==> src/rtl/branch_resolve_if.sv <==
// Execute-to-fetch-redirect channel for branch_resolve: branch request side,
// resolved result side and the pipeline flush. The slave modport is the resolver's view.
interface branch_resolve_if #(
    parameter int AW = 32
);
    logic          flush;
    logic          in_valid;
    logic          in_ready;
    logic [2:0]    cond;
    logic          gt;
    logic          lt;
    logic          eq;
    logic [AW-1:0] pc;
    logic [AW-1:0] offset;
    logic          pred_taken;
    logic          out_valid;
    logic          out_ready;
    logic          taken;
    logic [AW-1:0] next_pc;
    logic          mispredict;

    modport master (
        output flush, in_valid, cond, gt, lt, eq, pc, offset, pred_taken, out_ready,
        input  in_ready, out_valid, taken, next_pc, mispredict
    );

    modport slave (
        input  flush, in_valid, cond, gt, lt, eq, pc, offset, pred_taken, out_ready,
        output in_ready, out_valid, taken, next_pc, mispredict
    );
endinterface

==> src/rtl/branch_resolve.sv <==
// Branch resolver: condition decode, next-PC and mispredict, behind a 2-entry skid buffer.
// Optional BRANCH_RESOLVE_STATS_EN adds saturating transfer/mispredict counters.
//
// state     | meaning
// ST_EMPTY  | nothing held, out_valid low
// ST_ONE    | entry 0 (output register) holds a result
// ST_FULL   | entries 0 and 1 hold results, in_ready low
module branch_resolve #(
    parameter int AW  = 32,
    parameter int INC = 4
) (
    input  logic           clk,
    input  logic           rst_n,
    branch_resolve_if.slave br
`ifdef BRANCH_RESOLVE_STATS_EN
    ,
    output logic [15:0]    stat_branches_o,
    output logic [15:0]    stat_mispred_o
`endif
);

    localparam logic [1:0] ST_EMPTY = 2'd0;
    localparam logic [1:0] ST_ONE   = 2'd1;
    localparam logic [1:0] ST_FULL  = 2'd2;

    logic [1:0]    state_q, state_d;
    logic          in_ready_q, in_ready_d;
    logic          e0_taken_q, e0_mis_q, e1_taken_q, e1_mis_q;
    logic [AW-1:0] e0_pc_q, e1_pc_q;

    logic          lt_qual;
    logic          res_taken;
    logic [AW-1:0] res_pc;
    logic          res_mis;
    logic          accept, drain;
    logic          load_e0_new, load_e0_e1, load_e1;

    // The comparator asserts lt on equality too, so qualify it with eq.
    assign lt_qual = br.lt & ~br.eq;

    always_comb begin
        res_taken = 1'b0;
        case (br.cond)
            3'b000:  res_taken = br.eq;
            3'b001:  res_taken = ~br.eq;
            3'b010:  res_taken = lt_qual;
            3'b011:  res_taken = br.gt | br.eq;
            3'b100:  res_taken = br.gt;
            3'b101:  res_taken = lt_qual | br.eq;
            3'b110:  res_taken = 1'b1;
            default: res_taken = 1'b0;
        endcase
    end

    assign res_pc  = res_taken ? (br.pc + br.offset) : (br.pc + AW'(INC));
    assign res_mis = res_taken ^ br.pred_taken;

    assign accept = br.in_valid & in_ready_q;
    assign drain  = (state_q != ST_EMPTY) & br.out_ready;

    always_comb begin
        state_d     = state_q;
        load_e0_new = 1'b0;
        load_e0_e1  = 1'b0;
        load_e1     = 1'b0;
        if (br.flush) begin
            state_d = ST_EMPTY;
        end else begin
            case (state_q)
                ST_EMPTY: begin
                    if (accept) begin
                        load_e0_new = 1'b1;
                        state_d     = ST_ONE;
                    end
                end
                ST_ONE: begin
                    if (accept && drain) begin
                        load_e0_new = 1'b1;
                    end else if (accept) begin
                        load_e1 = 1'b1;
                        state_d = ST_FULL;
                    end else if (drain) begin
                        state_d = ST_EMPTY;
                    end
                end
                ST_FULL: begin
                    if (drain) begin
                        load_e0_e1 = 1'b1;
                        state_d    = ST_ONE;
                    end
                end
                default: state_d = ST_EMPTY;
            endcase
        end
        in_ready_d = (state_d != ST_FULL);
    end

    always_ff @(posedge clk or negedge rst_n) begin
        if (!rst_n) begin
            state_q    <= ST_EMPTY;
            in_ready_q <= 1'b0;
            e0_taken_q <= 1'b0;
            e0_pc_q    <= '0;
            e0_mis_q   <= 1'b0;
            e1_taken_q <= 1'b0;
            e1_pc_q    <= '0;
            e1_mis_q   <= 1'b0;
        end else begin
            state_q    <= state_d;
            in_ready_q <= in_ready_d;
            if (load_e0_new) begin
                e0_taken_q <= res_taken;
                e0_pc_q    <= res_pc;
                e0_mis_q   <= res_mis;
            end else if (load_e0_e1) begin
                e0_taken_q <= e1_taken_q;
                e0_pc_q    <= e1_pc_q;
                e0_mis_q   <= e1_mis_q;
            end
            if (load_e1) begin
                e1_taken_q <= res_taken;
                e1_pc_q    <= res_pc;
                e1_mis_q   <= res_mis;
            end
        end
    end

    assign br.in_ready   = in_ready_q;
    assign br.out_valid  = (state_q != ST_EMPTY);
    assign br.taken      = e0_taken_q;
    assign br.next_pc    = e0_pc_q;
    assign br.mispredict = e0_mis_q;

`ifdef BRANCH_RESOLVE_STATS_EN
    logic [15:0] stat_br_q, stat_mp_q;

    always_ff @(posedge clk or negedge rst_n) begin
        if (!rst_n) begin
            stat_br_q <= '0;
            stat_mp_q <= '0;
        end else begin
            if (drain && (stat_br_q != 16'hFFFF))
                stat_br_q <= stat_br_q + 16'd1;
            if (drain && e0_mis_q && (stat_mp_q != 16'hFFFF))
                stat_mp_q <= stat_mp_q + 16'd1;
        end
    end

    assign stat_branches_o = stat_br_q;
    assign stat_mispred_o  = stat_mp_q;
`endif

endmodule

==> src/flat_wrapper.sv <==
// flat-port wrapper written by rule: the top's interface ports become plain ports
module branch_resolve_flat 
#(
    parameter int AW  = 32,
    parameter int INC = 4
)
  (clk, rst_n, br_flush, br_in_valid, br_cond, br_gt, br_lt, br_eq, br_pc, br_offset, br_pred_taken, br_out_ready, br_in_ready, br_out_valid, br_taken, br_next_pc, br_mispredict);
  branch_resolve_if #(.AW(AW)) br_i ();
  input  logic clk;
  input  logic rst_n;
  input wire logic [$bits(br_i.flush)-1:0] br_flush;
  input wire logic [$bits(br_i.in_valid)-1:0] br_in_valid;
  input wire logic [$bits(br_i.cond)-1:0] br_cond;
  input wire logic [$bits(br_i.gt)-1:0] br_gt;
  input wire logic [$bits(br_i.lt)-1:0] br_lt;
  input wire logic [$bits(br_i.eq)-1:0] br_eq;
  input wire logic [$bits(br_i.pc)-1:0] br_pc;
  input wire logic [$bits(br_i.offset)-1:0] br_offset;
  input wire logic [$bits(br_i.pred_taken)-1:0] br_pred_taken;
  input wire logic [$bits(br_i.out_ready)-1:0] br_out_ready;
  output wire logic [$bits(br_i.in_ready)-1:0] br_in_ready;
  output wire logic [$bits(br_i.out_valid)-1:0] br_out_valid;
  output wire logic [$bits(br_i.taken)-1:0] br_taken;
  output wire logic [$bits(br_i.next_pc)-1:0] br_next_pc;
  output wire logic [$bits(br_i.mispredict)-1:0] br_mispredict;
  assign br_i.flush = br_flush;
  assign br_i.in_valid = br_in_valid;
  assign br_i.cond = br_cond;
  assign br_i.gt = br_gt;
  assign br_i.lt = br_lt;
  assign br_i.eq = br_eq;
  assign br_i.pc = br_pc;
  assign br_i.offset = br_offset;
  assign br_i.pred_taken = br_pred_taken;
  assign br_i.out_ready = br_out_ready;
  assign br_in_ready = br_i.in_ready;
  assign br_out_valid = br_i.out_valid;
  assign br_taken = br_i.taken;
  assign br_next_pc = br_i.next_pc;
  assign br_mispredict = br_i.mispredict;
  branch_resolve #(.AW(AW), .INC(INC)) u_core (.clk(clk), .rst_n(rst_n), .br(br_i));
endmodule
==> config.mk <==
export PLATFORM = sky130hd
export DESIGN_NAME = branch_resolve_flat
export DESIGN_NICKNAME = d
export VERILOG_FILES = /design/src/rtl/branch_resolve_if.sv /design/src/rtl/branch_resolve.sv /design/src/flat_wrapper.sv
export SDC_FILE = /design/constraint.sdc
export NUM_CORES = 1
export LEC_CHECK = 0
export CORE_MARGIN = 2
export CORE_UTILIZATION = 48
export DETAILED_ROUTE_END_ITERATION = 8
export GPL_TIMING_DRIVEN = 0
export PLACE_DENSITY_LB_ADDON = 0.25
export SLEW_MARGIN = 10
export SYNTH_ARGS = -nofsm -noshare
export SYNTH_HDL_FRONTEND = slang
export SYNTH_SLANG_ARGS = --single-unit
==> constraint.sdc <==
create_clock -name clk -period 1.8 [get_ports clk]
set_input_delay 0.27 -clock clk [delete_from_list [all_inputs] [get_ports clk]]
set_output_delay 0.27 -clock clk [all_outputs]
set_load 0.01 [all_outputs]
[Word-level counts from Yosys, hierarchy flattened]
Index checks and enable logic that the tools add are counted.
Storage, ports and cells
  register bits: 71
  input bits: 76
  output and inout bits: 36
  word-level logic and storage cells: 56
Cells by class
  add/sub/neg operators: 2
  equality and inequality tests: 9
  multiplexer cells: 25
  bitwise logic cells: 7
  reduce and logical (&&, ||, !) cells: 5
Operator list (number)
  32-bit 2-to-1 mux: 3
  32-bit by 3-bit adder with 32-bit output, second input constant: 1
  32-bit adder: 1
  1-bit 2-to-1 mux: 13
  2-bit 2-to-1 mux: 6
  3-bit equality test, second input constant: 3
  1-bit one-hot mux with 7 select lines: 1
  3-bit by 2-bit equality test with 1-bit output, second input constant: 2
  2-bit one-hot mux with 3 select lines: 1
  2-bit nonzero test: 2
  1-bit AND: 3
  3-bit by 1-bit equality test with 1-bit output, second input constant: 1
  3-bit logical NOT: 1
  2-bit by 1-bit equality test with 1-bit output, second input constant: 1
  2-bit equality test, second input constant: 1
  2-bit logical NOT: 1
  2-bit != test, second input constant: 1
  1-bit OR: 2
  1-bit one-hot mux with 2 select lines: 1
  1-bit logical AND: 1
  1-bit NOT: 1
  1-bit bitwise XOR: 1

[Longest topological paths before layout]
Gate-level depths: netlist (run 1).
  depth in word-level cells: 8
  mapped depth: 11
  mapped depth without buffers: 11

[Worst setup path after synthesis (run 1)]
Ideal clock, no wire load.
  kind: input to register
  start point: input br_offset[0]
  end point: register u_core.e0_pc_q[28], in the netlist u_core.br.next_pc[28]
  setup time: 137 ps
  arrival time: 2290 ps
  required time: 1663 ps
  path slack: -627 ps
  stages: 11
  path buffers: 0
  cells stage by stage: ha_1 fa_1 a21oi_1 o211ai_1 and3_1 o21bai_1 a21oi_1 a311oi_1 xnor2_1 mux2i_1 a21oi_1
Between the ends
  longest elaborated chain between the ends: 3
Ends and longest elaborated chain
  from (decl): line flat_wrapper.sv:18  | input wire logic [$bits(br_i.offset)-1:0] br_offset;
  32-bit adder: line branch_resolve.sv:55  | assign res_pc = res_taken ? (br.pc + br.offset) : (br.pc + AW'(INC));
  32-bit 2-to-1 mux: line branch_resolve.sv:55
  32-bit 2-to-1 mux: line branch_resolve.sv:111  | if (load_e0_new) begin
  to (signal assigned): line branch_resolve.sv:113  | e0_pc_q <= res_pc;
  to (signal assigned): line branch_resolve.sv:117  | e0_pc_q <= e1_pc_q;
  to (decl): line branch_resolve.sv:29  | logic [AW-1:0] e0_pc_q, e1_pc_q;
No other way between the ends.
A chain may end at the register's enable or synchronous reset.

[Worst setup path after layout (run 1)]
  start point: input br_offset[27]
  end point: register u_core.e0_pc_q[31], in the netlist u_core.br.next_pc[31]
Same word-level chain as after synthesis.

==> key figures, run 1 <==
Power
  – Lkg Pwr: 3.719 nW
  – PwrDens: 877.6 nW/um^2
  – Peak supply drop: 0.0007708 V

Timing
  – Slew HR: 47.76%
  – Total Neg Setup Slack: -16.18 ns
  – PnR worst setup slack: -0.5749 ns
  – Number of setup violations in the final report: 50
  – Fin. max-slew vios: 0
  – Setup repair after global routing missed its margin: yes
  – Fin crit period: 2.375 ns
  – Worst hold slack: 0.3081 ns
  – Clk_skew: 0.006832 ns
  – Crit share post-route: 131.9%
  – Least-Margin Pin Slew: 0.7777 ns
  – Final hold vios: 0
  – Max Fclk: 421.1 MHz

Routing
  – Via Count: 6,088
  – Drt drc: 0
  – Vias per cell: 6.238
  – DR WL/cell: 21.12 um
  – Routed WL: 20.62 mm
  – Final ANT Viol Nets: 0
  – DR iter-0 viols: 681
  – 1st-pass router iterations: 5

Clocking
  – Worst-skew pair later-pin latency: 0.34 ns
  – Clock sink count: 71
  – CTS H-tree depth: 3
  – Max clock buf depth: 2
  – Cts bufs inserted: 9
  – CTS tree: built
  – Clk root buf: clkbuf_16
  – Clk slew on worst S/H paths: 0.06 ns

Setup path
  – Worst R2R Setup Slack: -0.15 ns
  – Crit-path cells: clkdlybuf4s15_1, ha_4, and3_4, a221oi_2, o21ai_2, a22o_1, a31oi_4, mux2i_1, o311ai_2, xnor2_1, a21oi_1
  – CP max stage cell: a221oi_2
  – Worst r2r src: u_core.state_q[1]
  – Worst-path maximum fanout: 3
  – WP data required: 2.00 ns
  – CP arrival: 2.58 ns
  – WP buf/inv: 1
  – Biggest cell delay along the critical path: 0.36 ns
  – CP Capture Type: register
  – Startpoint types: primary input
  – CP Launch Point: br_offset[27]
  – Family with the most delay on the worst path: compound AO/OA/AOI/OAI gates
  – Kind of critical path: primary input to register

Global routing
  – Grt peak-use layer: met2
  – M3 GR Usage: 3.609%
  – Initial antenna violation count: 0
  – Met1 usage: 38.70%
  – Gr ovfl total: 0
  – Largest net degree at the start of global routing: 47
  – First-pass GRT wire length: 29.37 mm
  – Met2 Usage GRT: 49.28%
  – GRT Resource Usage Total: 29.33%
  – Number of global-route vias before repair: 5,887

Floorplan
  – I/O pin total: 112
  – Die Ht: 111.0 um
  – Rows: 39
  – Overall die width: 111.0 um
  – Die area: 12,330 um^2
  – Core area: 11,320 um^2
  – Initial core utilization: 48.56%

Synthesis
  – Syn Inst Count: 634
  – Main synth FF type: dfrtp_1
  – Synthesized Nets: 743
  – Register bit total from synthesis: 71
  – Synth cell types: 64
  – Dominant cells by area after synthesis: dfrtp_1 (32%), ha_1 (7.3%), a21oi_1 (5.5%)
  – Ys async rst share: 100.0%
  – Register area share after synthesis: 32.32%
  – Leading area contributor after synthesis: dfrtp_1
  – Syn. warnings: 0
  – Syn_area_per_cell: 8.672 um^2
  – Post-Syn Area: 5498 um^2
  – Post-synth EDFFs: 0
  – Synth top area share: 32.32%

Layout
  – Layout cell share with drive strength beyond 1: 38.54%
  – Commonest cells after routing, fill and taps aside: nand2_1 (70), dfrtp_1 (70), buf_4 (63), clkdlybuf4s50_1 (42), a21oi_1 (33)
  – Ant diodes: 0
  – Net count, final: 937
  – Area Growth Syn to Fin: 61.74%
  – Fin util: 78.55%

Placed design
  – Worst slack at placement: -1.455 ns
  – Routability cong.: 0.8549
  – Dpl hpwl: 12.25 mm
  – Port buffer count: 111

Status
  – Status: complete, but fails checks
  – Failing checks: setup timing

Min path
  – Hold crit path type: primary input to register
  – Hold path startpoint: br_pc[0]

Job
  – Max-capacitance violation count: 0
==> per-layer routing <==
layer / share of wire, % / vias to the layer above
li1: - / 2675
met4: 4.8 / 0
met3: 8.4 / 96
met2: 48 / 397
met5: 0 / -
met1: 38 / 2920
==> tightest hold or removal path: cells and delay by family <==
family	cells	cell delay, ns
buffers and inverters	1	0.08
multiplexers	1	0.08
AO/OA/AOI/OAI	1	0.16
==> area by class of cell <==
type / count / area, um^2
well taps: 143 / 178.9
clock buffers: 13 / 260.3
repair buffers: 186 / 1709
multi-input cells: 515 / 4558
clock inverters: 3 / 65.06
inverters: 14 / 52.55
flip-flops and latches: 71 / 1778
fillers: 691 / 2429
plain buffers: 31 / 290.3
==> cells by family (layout without fill, tap and decap cells) <==
logic type | count (synthesis) | after routing | share of synthesized area (%)
compound gates | 200 | 200 | 23.26
simple gates | 192 | 192 | 16.89
flops | 71 | 71 | 32.32
xor+xnor | 60 | 60 | 9.558
buf+inv | 48 | 247 | 4.574
fa+ha+maj | 33 | 33 | 7.647
mux | 30 | 30 | 5.758
==> metrics by stage <==
stage | power, W | area, um^2 | std cells
floorplan | 0.003752 | 5619 | 634
global placement | 0.004735 | 6909 | 888
detailed placement | 0.004839 | 6934 | 889
CTS | 0.007390 | 8542 | 962
global route | 0.008122 | 8892 | 976
finish | 0.007804 | 8892 | 976
==> final timing paths <==
kind                                          to  depth (start not counted)
max                        u_core.br.next_pc[31]                         11
min reg2reg                   u_core.e1_pc_q[17]                          2
max in group asynchronous      u_core.state_q[1]                          3
min                         u_core.br.next_pc[0]                          3
min in group asynchronous   u_core.br.next_pc[4]                          2
max reg2reg                   u_core.e1_pc_q[16]                          5
==> cells in the mapped netlist (13+ instances only) <==
cell type  count
clkbuf_1      17
dfrtp_1       71
o21ai_0       47
a21oi_1       60
inv_1         14
xor2_1        29
nand3_1       20
xnor2_1       31
nor2b_1       22
mux2i_1       17
nand2_1       72
a211oi_1      20
nor2_1        31
a21o_1        20
ha_1          32
mux2_2        13
==> report_power, final <==
part | switching (W) | internal (W)
Clock | 0.000658 | 0.00129
Combinational | 0.00168 | 0.00179
Sequential | 0.000314 | 0.00208
==> state kept, by name, summed over array words and instances (netlist names) <==
name                  count
u_core.br.mispredict      1
u_core.e1_pc_q           32
u_core.br.next_pc        32
u_core.br.in_ready        1
u_core.br.taken           1
u_core.e1_mis_q           1
u_core.e1_taken_q         1
u_core.state_q            2
==> timing repair <==
| action | CTS | global route |
|---|---|---|
| gates cloned | 3 | 0 |
| hold buffers | 1 | 0 |
| setup endpoints to repair | 69 | 68 |
| endpoints found under the hold margin | 25 | 0 |
| setup buffers | 58 | 18 |
| gates resized for setup | 384 | 88 |
| pin swaps | 110 | 61 |
Power figures use the tool's default switching activity.
==> run 2, diff against run 1 <==
Settings changed: ABC_AREA set to 1, CORE_UTILIZATION 48 to 49.
==> run 2 against run 1 <==
Effect of this change:
- the run now ends clean
- first-iteration DRC count grew 15%
- wire length up 13%
- fmax rose by 32%
- sequential share of layout area fell by 1.2 points
- via count up 26%
- count of clock-buffer cells in the layout unchanged
- die area grew 15%
- clock power fell by 12%
- register-to-register slack better by 0.29 ns
- critical endpoint is now u_core.br.next_pc[22]
- clock skew shrank 0.0019 ns
- final cell count up 42%
==> key figures, run 2 <==
Power
  – Flop pwr share: 31.8% (+1.1 points)
  – Lkg Pwr: 4.785 nW (+29%)
  – Switch Pwr: 0.002618 W (-1.1%)
  – Int Power: 0.004519 W (-12%)
  – Switching share of power: 36.69% (+2.7 points)
  – PwrDens: 755.8 nW/um^2 (-14%)
  – Comb pwr share: 44.3% (about the same)
  – Peak supply drop: 0.0005068 V (-34%)
  – Clk pwr share: 24.0% (-0.9 points)

Floorplan
  – Overall die width: 118.8 um (+7.0%)
  – Initial core utilization: 50.77% (+2.2 points)
  – I/O pin total: 112 (unchanged)
  – Die Ht: 118.8 um (+7.0%)
  – Core area: 12,720 um^2 (+12%)
  – Rows: 41 (+5.1%)
  – Die area: 14,120 um^2 (+15%)

Status
  – Status: completed

Global routing
  – Largest net degree at the start of global routing: 56 (+19%)
  – Number of global-route vias before repair: 6,995 (+19%)
  – GRT Resource Usage Total: 30.85% (+1.5 points)
  – Initial antenna violation count: 0 (unchanged)
  – Gr ovfl total: 0 (unchanged)
  – First-pass GRT wire length: 34.73 mm (+18%)

Layout
  – Multi-input logic area: 5122 um^2 (+12%)
  – Net count, final: 1,322 (+41%)
  – Finished Cell Area: 9443 um^2 (+6.2%)
  – Commonest cells after routing, fill and taps aside: nand2_1 (332), inv_1 (139), nor2_1 (82), dfrtp_1 (71), nand2_2 (58)
  – Fin util: 74.22% (-4.3 points)
  – Fill count: 1,019 (+47%)
  – Reg area: 1777 um^2 (about the same)
  – Area Growth Syn to Fin: 46.20%
  – Commonest non-fill, non-tap cell in the layout: nand2_1
  – Layout cell share with drive strength beyond 1: 26.48% (-12 points)
  – Ant diodes: 0 (unchanged)

Placed design
  – Routability cong.: 0.9784 (+14%)
  – Port buffer count: 111 (unchanged)
  – Dpl hpwl: 16.44 mm (+34%)
  – Placed inst area: 7820 um^2 (+13%)

Timing
  – Number of setup violations in the final report: 0 (-100%)
  – Setup repair after global routing missed its margin: yes
  – Fin. max-slew vios: 0 (unchanged)
  – Max Fclk: 557.4 MHz (+32%)
  – Clk_skew: 0.004938 ns (-0.001894 ns)
  – Crit share post-route: 99.67% (-32 points)
  – Final hold vios: 0 (unchanged)
  – Fin crit period: 1.794 ns (-0.5809 ns)
  – Slew HR: 70.83% (+23 points)
  – Least-Margin Pin Slew: 0.4376 ns (-0.3401 ns)

Synthesis
  – Leading area contributor after synthesis: dfrtp_1
  – Post-Syn Area: 6459 um^2 (+17%)
  – Most common cell in the netlist: nand2_1
  – Register area share after synthesis: 27.51% (-4.8 points)
  – Main synth FF type: dfrtp_1
  – Synth cell types: 41 (-36%)
  – Syn. warnings: 0 (unchanged)
  – Top cells by count, synth: nand2_1 (405), inv_1 (151), nor2_1 (106)
  – Post-synth EDFFs: 0 (unchanged)
  – Synthesized Nets: 1,168 (+57%)
  – Syn Inst Count: 1,059 (+67%)
  – Ys async rst share: 100.0% (unchanged)
  – Syn_area_per_cell: 6.099 um^2 (-30%)
  – Register bit total from synthesis: 71 (unchanged)
  – Dominant cells by area after synthesis: dfrtp_1 (28%), nand2_1 (24%), inv_1 (8.8%)
  – Synth top area share: 27.51% (-4.8 points)

Clocking
  – Clk root buf: clkbuf_16
  – Worst-skew pair later-pin latency: 0.33 ns (about the same)
  – Cts bufs inserted: 9 (unchanged)
  – Max clock buf depth: 2 (unchanged)
  – CTS H-tree depth: 3 (unchanged)
  – Clock sink count: 71 (unchanged)
  – CTS tree: built
  – Clk slew on worst S/H paths: 0.05 ns (about the same)

Routing
  – 1st-pass router iterations: 5 (unchanged)
  – Via Count: 7,685 (+26%)
  – Final ANT Viol Nets: 0 (unchanged)
  – DR iter-0 viols: 782 (+15%)
  – Drt drc: 0 (unchanged)
  – DR WL/cell: 16.76 um (-21%)
  – Routed WL: 23.27 mm (+13%)
  – Vias per cell: 5.537 (-11%)

Setup path
  – Capture point of the worst reg-to-reg path: u_core.br.next_pc[28]
  – Cell count of the worst reg-to-reg path: 10 (+5)
  – Worst R2R Setup Slack: 0.14 ns (+0.29 ns)
  – WP data required: 2.02 ns (+0.02 ns)
  – Crit path capture: u_core.br.next_pc[22]
  – Worst-path maximum fanout: 4 (+1)
  – Startpoint types: primary input
  – CP arrival: 2.01 ns (-0.57 ns)
  – CP Launch Point: br_offset[10]
  – Worst r2r src: u_core.state_q[1]
  – Kind of critical path: primary input to register
  – CP Capture Type: register

Min path
  – Hold crit path type: primary input to register

Job
  – Max-capacitance violation count: 0 (unchanged)
-- run 2: per-stage QoR --
stage,power [W],setup slack [ns],setup TNS (ns),hold WS (ns),instances
global placement,0.004676,-1.911,-179.84,0.4581,1342
finish,0.007137,0.005955,0,0.3319,1388
floorplan,0.003666,0.001346,0,-0.02559,1059
detailed placement,0.004756,-0.9421,-45.55,0.1574,1343
global route,0.007528,-0.1002,-0.7496,0.3643,1388
CTS,0.006724,0.001348,0,0.3490,1371
-- run 2: critical path: stages --
cell and delay, ns:
dlygate4sd2_1 0.28, ha_4 0.32, nand2_1 0.09, inv_2 0.08, nand2_2 0.07, nor3_2 0.21, nand2_2 0.09, nand2_4 0.12
nand2_2 0.07, nand2_1 0.06, nand2_1 0.06, nand3_2 0.09, nand3_2 0.07, nand2_2 0.09, nand2_2 0.05
-- run 2: cells by family after synthesis --
family	Yosys count	share of synthesized area (%)
flops	71	27.51
fa+ha+maj	33	6.509
xor+xnor	32	4.456
simple gates	634	40.78
compound gates	114	10.19
buf+inv	175	10.56
-- run 2: how the worst min path moves through the flow --
stage | end | from | cells past startpoint
finish | u_core.e1_pc_q[0] | br_pc[0] | 5
global route | u_core.br.next_pc[0] | rst_n | 2
CTS | u_core.br.next_pc[0] | rst_n | 2
detailed placement | u_core.br.next_pc[0] | rst_n | 1
global placement | u_core.e1_pc_q[5] | u_core.e1_pc_q[5] | 2
floorplan | u_core.br.in_ready | rst_n | 0
-- run 2: power by group through the flow --
stage / Combinational, W / Clock, W / Sequential [W]
after floorplan: 0.00134 / 0 / 0.00232
after global placement: 0.00241 / 0 / 0.00226
after detailed placement: 0.00248 / 0 / 0.00228
after CTS: 0.00277 / 0.00170 / 0.00226
after global routing: 0.00342 / 0.00179 / 0.00232
final: 0.00316 / 0.00171 / 0.00227
-- run 2: repair_timing --
item | 4_1_cts | 5_1_grt
endpoints found under the hold margin | 16 | 0
gates resized for setup | 206 | 222
pin swaps | 44 | 75
buffers inserted | 14 | 15
gates cloned | 0 | 2
hold buffers | 1 | 0
setup endpoints to repair | 64 | 66
-- run 2: area by class of cell --
class                   instances  share of cell area, %
inverters                     152                  6.042
flip-flops and latches         71                  18.82
clock inverters                 1                 0.3180
multi-input cells             813                  54.25
plain buffers                  22                  1.868
well taps                     172                  2.279
repair buffers                144                  13.78
clock buffers                  13                  2.650
-- run 2: routing by layer --
layer	GRT usage, %	vias to the layer above	wire (um)
met5	0	-	0
met4	10.27	0	734
met3	2.682	71	1639
met2	52.84	384	11400
met1	41.06	3582	9495
li1	-	3648	-
